File: src/rtl/can_bit_tx.sv
// Bit-level CAN/UART-style serial transmitter with optional stuff-bit insertion
// and sample-point readback for arbitration-loss and bit-error detection.
module can_bit_tx #(
  parameter int COUNTER_WIDTH = 24,
  parameter int DATA_WIDTH    = 64,
  parameter int LEN_WIDTH     = 7
) (
  input  logic                     sampleclk,
  input  logic                     rst,
  input  logic [COUNTER_WIDTH-1:0] count_max,
  input  logic [COUNTER_WIDTH-1:0] sample_pt,
  input  logic                     start,
  input  logic [DATA_WIDTH-1:0]    data,
  input  logic [LEN_WIDTH-1:0]     len,
  input  logic [LEN_WIDTH-1:0]     arb_bits,
  input  logic                     stuff_en,
  input  logic                     rx,
  output logic                     tx,
  output logic                     bit_clk,
  output logic                     busy,
  output logic                     done,
  output logic                     arb_lost,
  output logic                     bit_error
);

  typedef enum logic {
    IDLE,
    SEND
  } state_t;

  state_t                   state;
  logic [COUNTER_WIDTH-1:0] counter;
  logic [2:0]               run;
  logic [DATA_WIDTH-1:0]    shift_reg;
  logic [LEN_WIDTH-1:0]     len_r;
  logic [LEN_WIDTH-1:0]     arb_r;
  logic [LEN_WIDTH-1:0]     sent;
  logic                     stuff_r;

  logic       at_sample;
  logic       at_end;
  logic       in_arb;
  logic       need_stuff;
  logic       last_bit;
  logic       next_bit;
  logic [2:0] next_run;

  // sent counts data bits consumed including the one on the line, so a stuff
  // bit ahead of data bit arb_bits and data bits below arb_bits share one test.
  assign at_sample  = (counter == sample_pt);
  assign at_end     = (counter == count_max);
  assign in_arb     = (sent <= arb_r);
  assign need_stuff = stuff_r && (run == 3'd5);
  assign last_bit   = !need_stuff && (sent == len_r);
  assign next_bit   = need_stuff ? ~tx : shift_reg[DATA_WIDTH-1];
  assign bit_clk    = (state == SEND) && (counter > (count_max >> 1));

  always_comb begin
    next_run = 3'd1;
    if (!need_stuff && (next_bit == tx)) begin
      next_run = (run == 3'd7) ? run : run + 3'd1;
    end
  end

  always_ff @(posedge sampleclk) begin
    if (rst) begin
      state     <= IDLE;
      tx        <= 1'b1;
      busy      <= 1'b0;
      done      <= 1'b0;
      arb_lost  <= 1'b0;
      bit_error <= 1'b0;
      counter   <= '0;
      run       <= '0;
      shift_reg <= '0;
      len_r     <= '0;
      arb_r     <= '0;
      sent      <= '0;
      stuff_r   <= 1'b0;
    end else begin
      done <= 1'b0;
      case (state)
        IDLE: begin
          tx      <= 1'b1;
          busy    <= 1'b0;
          counter <= '0;
          if (start) begin
            len_r     <= len;
            arb_r     <= arb_bits;
            stuff_r   <= stuff_en;
            arb_lost  <= 1'b0;
            bit_error <= 1'b0;
            shift_reg <= data << 1;
            if (len == '0) begin
              done <= 1'b1;
            end else begin
              state <= SEND;
              busy  <= 1'b1;
              tx    <= data[DATA_WIDTH-1];
              run   <= 3'd1;
              sent  <= LEN_WIDTH'(1);
            end
          end
        end
        SEND: begin
          // A readback mismatch aborts the frame before any bit advance.
          if (at_sample && (rx != tx)) begin
            if (tx && !rx && in_arb) begin
              arb_lost <= 1'b1;
            end else begin
              bit_error <= 1'b1;
            end
            state   <= IDLE;
            tx      <= 1'b1;
            busy    <= 1'b0;
            counter <= '0;
          end else if (at_end) begin
            counter <= '0;
            if (last_bit) begin
              state <= IDLE;
              tx    <= 1'b1;
              busy  <= 1'b0;
              done  <= 1'b1;
            end else begin
              tx  <= next_bit;
              run <= next_run;
              if (!need_stuff) begin
                shift_reg <= shift_reg << 1;
                sent      <= sent + LEN_WIDTH'(1);
              end
            end
          end else begin
            counter <= counter + COUNTER_WIDTH'(1);
          end
        end
        default: state <= IDLE;
      endcase
    end
  end

endmodule
File: config.mk
export PLATFORM = sky130hd
export DESIGN_NAME = can_bit_tx
export DESIGN_NICKNAME = d
export VERILOG_FILES = /design/src/rtl/can_bit_tx.sv
export SDC_FILE = /design/constraint.sdc
export NUM_CORES = 1
export LEC_CHECK = 0
export CAP_MARGIN = 20
export CORE_AREA = 2 2 112 114
export CTS_CLUSTER_SIZE = 12
export DETAILED_ROUTE_END_ITERATION = 12
export DIE_AREA = 0 0 114 116
export GPL_TIMING_DRIVEN = 0
export MAX_ROUTING_LAYER = met4
export PLACE_DENSITY = 0.89
export SLEW_MARGIN = 20
export SYNTH_ARGS = -nofsm -noshare
export SYNTH_HDL_FRONTEND = slang
export SYNTH_SLANG_ARGS = --single-unit
File: constraint.sdc
create_clock -name sampleclk -period 4.5 [get_ports sampleclk]
set_input_delay 1.125 -clock sampleclk [delete_from_list [all_inputs] [get_ports sampleclk]]
set_output_delay 1.125 -clock sampleclk [all_outputs]
set_load 0.02 [all_outputs]
==> metrics.log <==
INFO  metric run_status = finished, final reports clean
INFO  metric rows = 40
INFO  metric ctsLongestPathBuffers = 2
INFO  metric final_period_util = between 90% and 100%
INFO  metric synth_enable_flop_cells = 0
INFO  metric ctsRootBufferMaster = sky130_fd_sc_hd__clkbuf_16
INFO  metric routed-via-count = 5,885
INFO  metric pre_cts_worst_setup_slack = -0.2183 ns
INFO  metric dieArea = 0.01322 mm2
INFO  metric power.leakage = 3.539 nW
INFO  metric grt_util_met3 = 5.701%
INFO  metric fmax = 0.2304 GHz
INFO  metric clock_insertion_delay_worst_skew = 0.42 ns
INFO  metric clock_skew = 0.008010 ns
INFO  metric number_of_global_route_vias_before_repair = 5,741
INFO  metric netlist-cell-type-count = 47
INFO  metric worstPathMaxFanout = 2
INFO  metric slowest_delay = 0.51 ns
INFO  metric ys_seq_area_share = 35.88%
INFO  metric holdCritPathClass = register to register
INFO  metric worstPathCellList = clkdlybuf4s50_1, inv_1, ha_1, a21o_1, a21o_1, a21oi_1, o21ai_0, a21oi_1, a21oi_1, dlygate4sd2_1
INFO  metric synth_area_per_inst = between 8 and 9 um2
INFO  metric max_slew.worst_pin.slew = 0.7158 ns
INFO  metric synth_ff_type = sky130_fd_sc_hd__dfxtp_1
INFO  metric drt-wirelength-per-cell = approximately 15 um
INFO  metric insertedDiodeCount = 0
INFO  metric vias_per_cell = 5.515
INFO  metric drv_slew = 0
INFO  metric grt_first_pass_wirelength = 27,370 um
INFO  metric track_usage = a little over a quarter
INFO  metric ys_warn_count = 0
INFO  metric required = 3.38 ns
INFO  metric post_route_cells_drive_above_1_share = 6.739%
INFO  metric setup_total_negative_slack = 0 ns
INFO  metric fp.dieW = 114 um
INFO  metric clkSlewWorstSetupHoldPaths = about 0.05 ns
INFO  metric dieHeight = 116 um
INFO  metric synth_nets = 920
INFO  metric post_route_worst_setup_slack = 0.1592 ns
INFO  metric routed_wl = 16,510 um
INFO  metric drt_iter0_markers = 451
INFO  metric period_needed = approximately 4.3 ns
INFO  metric cts_inserted_buffers = 17
INFO  metric gpl_congestion = 0.9805
INFO  metric arrival = 3.22 ns
INFO  metric gr-usage-met2 = 42.58%
INFO  metric global_route.peak_usage_layer = met2
INFO  metric critical-path-top-cell-by-count = sky130_fd_sc_hd__a21oi_1
INFO  metric synth_largest_area_cell = sky130_fd_sc_hd__dfxtp_1
INFO  metric ios = 137
INFO  metric yosys-top-cells-count = sky130_fd_sc_hd__dfxtp_1, sky130_fd_sc_hd__nor2_1, sky130_fd_sc_hd__mux2i_1
INFO  metric setup_viol = 0
INFO  metric cpLargestDelayFamily = compound AO/OA/AOI/OAI gates
INFO  metric fin_area = just under 0.009 mm2
INFO  metric critPathKind = primary input to output port
INFO  metric place.detailed.hpwl = 12,340 um
INFO  metric first_pass_iters = 5
INFO  metric synthArstFlopShare = 0%
INFO  metric tritoncts_clock_tree = yes
INFO  metric post-synth-top-area-fraction = 35.88%
INFO  metric clock_tree.htree_level_count = 4
INFO  metric syn_inst = 753
INFO  metric number_of_max_capacitance_violations_reported = 0
INFO  metric synth.area.top_cells = sky130_fd_sc_hd__dfxtp_1, sky130_fd_sc_hd__mux2i_1, sky130_fd_sc_hd__ha_1, sky130_fd_sc_hd__a211oi_1, sky130_fd_sc_hd__nor2_1
INFO  metric cpMaxStageDelayCell = sky130_fd_sc_hd__clkdlybuf4s50_1
INFO  metric rsz0062_at_grt = false
INFO  metric floorplan.initialDensity = 55.27%
INFO  metric synth.ff_latch_count = 118
INFO  metric portBuffers = 135
INFO  metric setup.worst_path.start_class = primary input
INFO  metric cts_num_sinks = 118
INFO  metric number_of_antenna_violations_at_the_first_check_in_global_routing = 0
INFO  metric endpoint_kind = output port
INFO  metric power.total = 2.995 mW
INFO  metric final.fill_count = 867
INFO  metric finish.net_count = roughly 1.1k
INFO  metric drc_errors = 0
INFO  metric place_area = 0.008119 mm2
INFO  metric timing.critical_path.buf_inv = 3
INFO  metric core_region_area = 0.01191 mm2
INFO  metric antenna_violating_nets_post_route = 0
INFO  metric vdd.ir_drop.worst = 0.2281 mV
INFO  metric finish.cell_count_without_fillers = 1,067
INFO  metric global_route.overflow_total = 0
INFO  metric timing.max_slew.rel_slack = 52.28%
INFO  metric synth_most_common_cell = sky130_fd_sc_hd__dfxtp_1
INFO  metric pwr_dens = 343.0 mW/mm2
INFO  metric area_delta_synth_final = 32.61%
INFO  metric final_hold_viol_count = 0
INFO  metric synth_area = 0.006584 mm2
INFO  metric placedCellCount = around 1.0k
INFO  metric grt_use_met1 = around a third
INFO  metric max_ffs_per_register = 63
INFO  metric grt_max_degree = 17
[power breakdown]
part	total, mW	internal [mW]	switching (mW)	leakage [nW]
combinational	0.460	0.240	0.220	2.27
sequential	1.15	1.11	0.0397	0.969
clock	1.39	0.898	0.488	0.296
[path summary, 6_finish.rpt]
path	from	to	slack (ns)	cells after the start
setup / recovery	count_max[18]	bit_clk	0.16	10
hold reg to reg	arb_r[6]	arb_r[6]	0.45	2
hold / removal	arb_r[6]	arb_r[6]	0.45	2
setup reg to reg	counter[10]	shift_reg[24]	1.58	9
[cells by family after synthesis]
family / Yosys count / share of synthesized area (%)
adders and majority gates: 36 / 6.841
AOI/OAI and AO/OA: 132 / 15.03
DFF: 118 / 35.88
xor gates and xnor gates: 78 / 10.38
buffers and inverters: 90 / 5.872
and+or+nand+nor: 234 / 16.10
muxes: 65 / 9.901
[placed cells by master, fill, tap and decap left out, types with 3 or more instances in the layout]
master                            synthesis  routed
sky130_fd_sc_hd__clkbuf_16                0      17
sky130_fd_sc_hd__ha_1                    36      36
sky130_fd_sc_hd__a211o_1                  4       4
sky130_fd_sc_hd__inv_1                   41      41
sky130_fd_sc_hd__buf_4                   12      12
sky130_fd_sc_hd__mux2i_1                 64      64
sky130_fd_sc_hd__and3_1                  12      12
sky130_fd_sc_hd__nor2_1                 100     100
sky130_fd_sc_hd__o31ai_1                  5       5
sky130_fd_sc_hd__a21oi_1                 28      28
sky130_fd_sc_hd__nand3_1                 17      17
sky130_fd_sc_hd__xnor2_1                 38      38
sky130_fd_sc_hd__clkinv_2                 0       4
sky130_fd_sc_hd__buf_2                    3       3
sky130_fd_sc_hd__nor2b_1                  6       6
sky130_fd_sc_hd__o21a_1                   4       4
sky130_fd_sc_hd__xor2_1                  40      40
sky130_fd_sc_hd__bufinv_16                0       3
sky130_fd_sc_hd__nand2_1                 55      55
sky130_fd_sc_hd__nor4_1                   7       7
sky130_fd_sc_hd__clkbuf_1                32      33
sky130_fd_sc_hd__clkdlybuf4s50_1          0     134
sky130_fd_sc_hd__nand4_1                 18      18
sky130_fd_sc_hd__a21o_1                   8       8
sky130_fd_sc_hd__dfxtp_1                118     118
sky130_fd_sc_hd__a211oi_2                10      10
sky130_fd_sc_hd__nor3_1                   8       7
sky130_fd_sc_hd__o21ai_0                  5       5
sky130_fd_sc_hd__a211oi_1                55      55
[timing repair]
action,in CTS,in global routing
endpoints found under the setup margin,1,0
hold buffers,0,0
buffers inserted,0,0
resized for setup,2,0
endpoints found under the hold margin,0,0
[routing by layer]
layer / part of all wire (%) / vias to the layer above / routed length (um)
li1: - / 2941 / -
met3: 5.1 / 29 / 844
met1: 45 / 2755 / 7462
met2: 47 / 160 / 7826
met5: 0 / - / 0
met4: 2.3 / 0 / 372
[area by class of cell]
class | instances | area, um2 | share of cell area [%]
plain buffers | 49 | 232.7 | 2.666
clock buffers | 20 | 456.7 | 5.231
clock inverters | 12 | 151.4 | 1.734
inverters | 41 | 153.9 | 1.763
multi-input cells | 545 | 3840 | 43.98
flip-flops and latches | 118 | 2362 | 27.06
well taps | 147 | 183.9 | 2.107
repair buffers | 135 | 1350 | 15.46
[worst register-to-register path: cells and delay by family (launching register included)]
kind            cells  cell delay (ns)
simple gates        3             0.82
xor+xnor            1             0.31
buf+inv             3             0.67
compound gates      2             0.67
flops               1             0.32
[metrics by stage]
stage,hold WS (ns),util (%)
global placement,0.4433,68.16
floorplan,0.4363,-
global route,0.4742,73.30
detailed placement,0.4510,68.16
CTS,0.4614,73.30
finish,0.4550,73.30
Note: power is estimated with default switching activity, not from simulation.
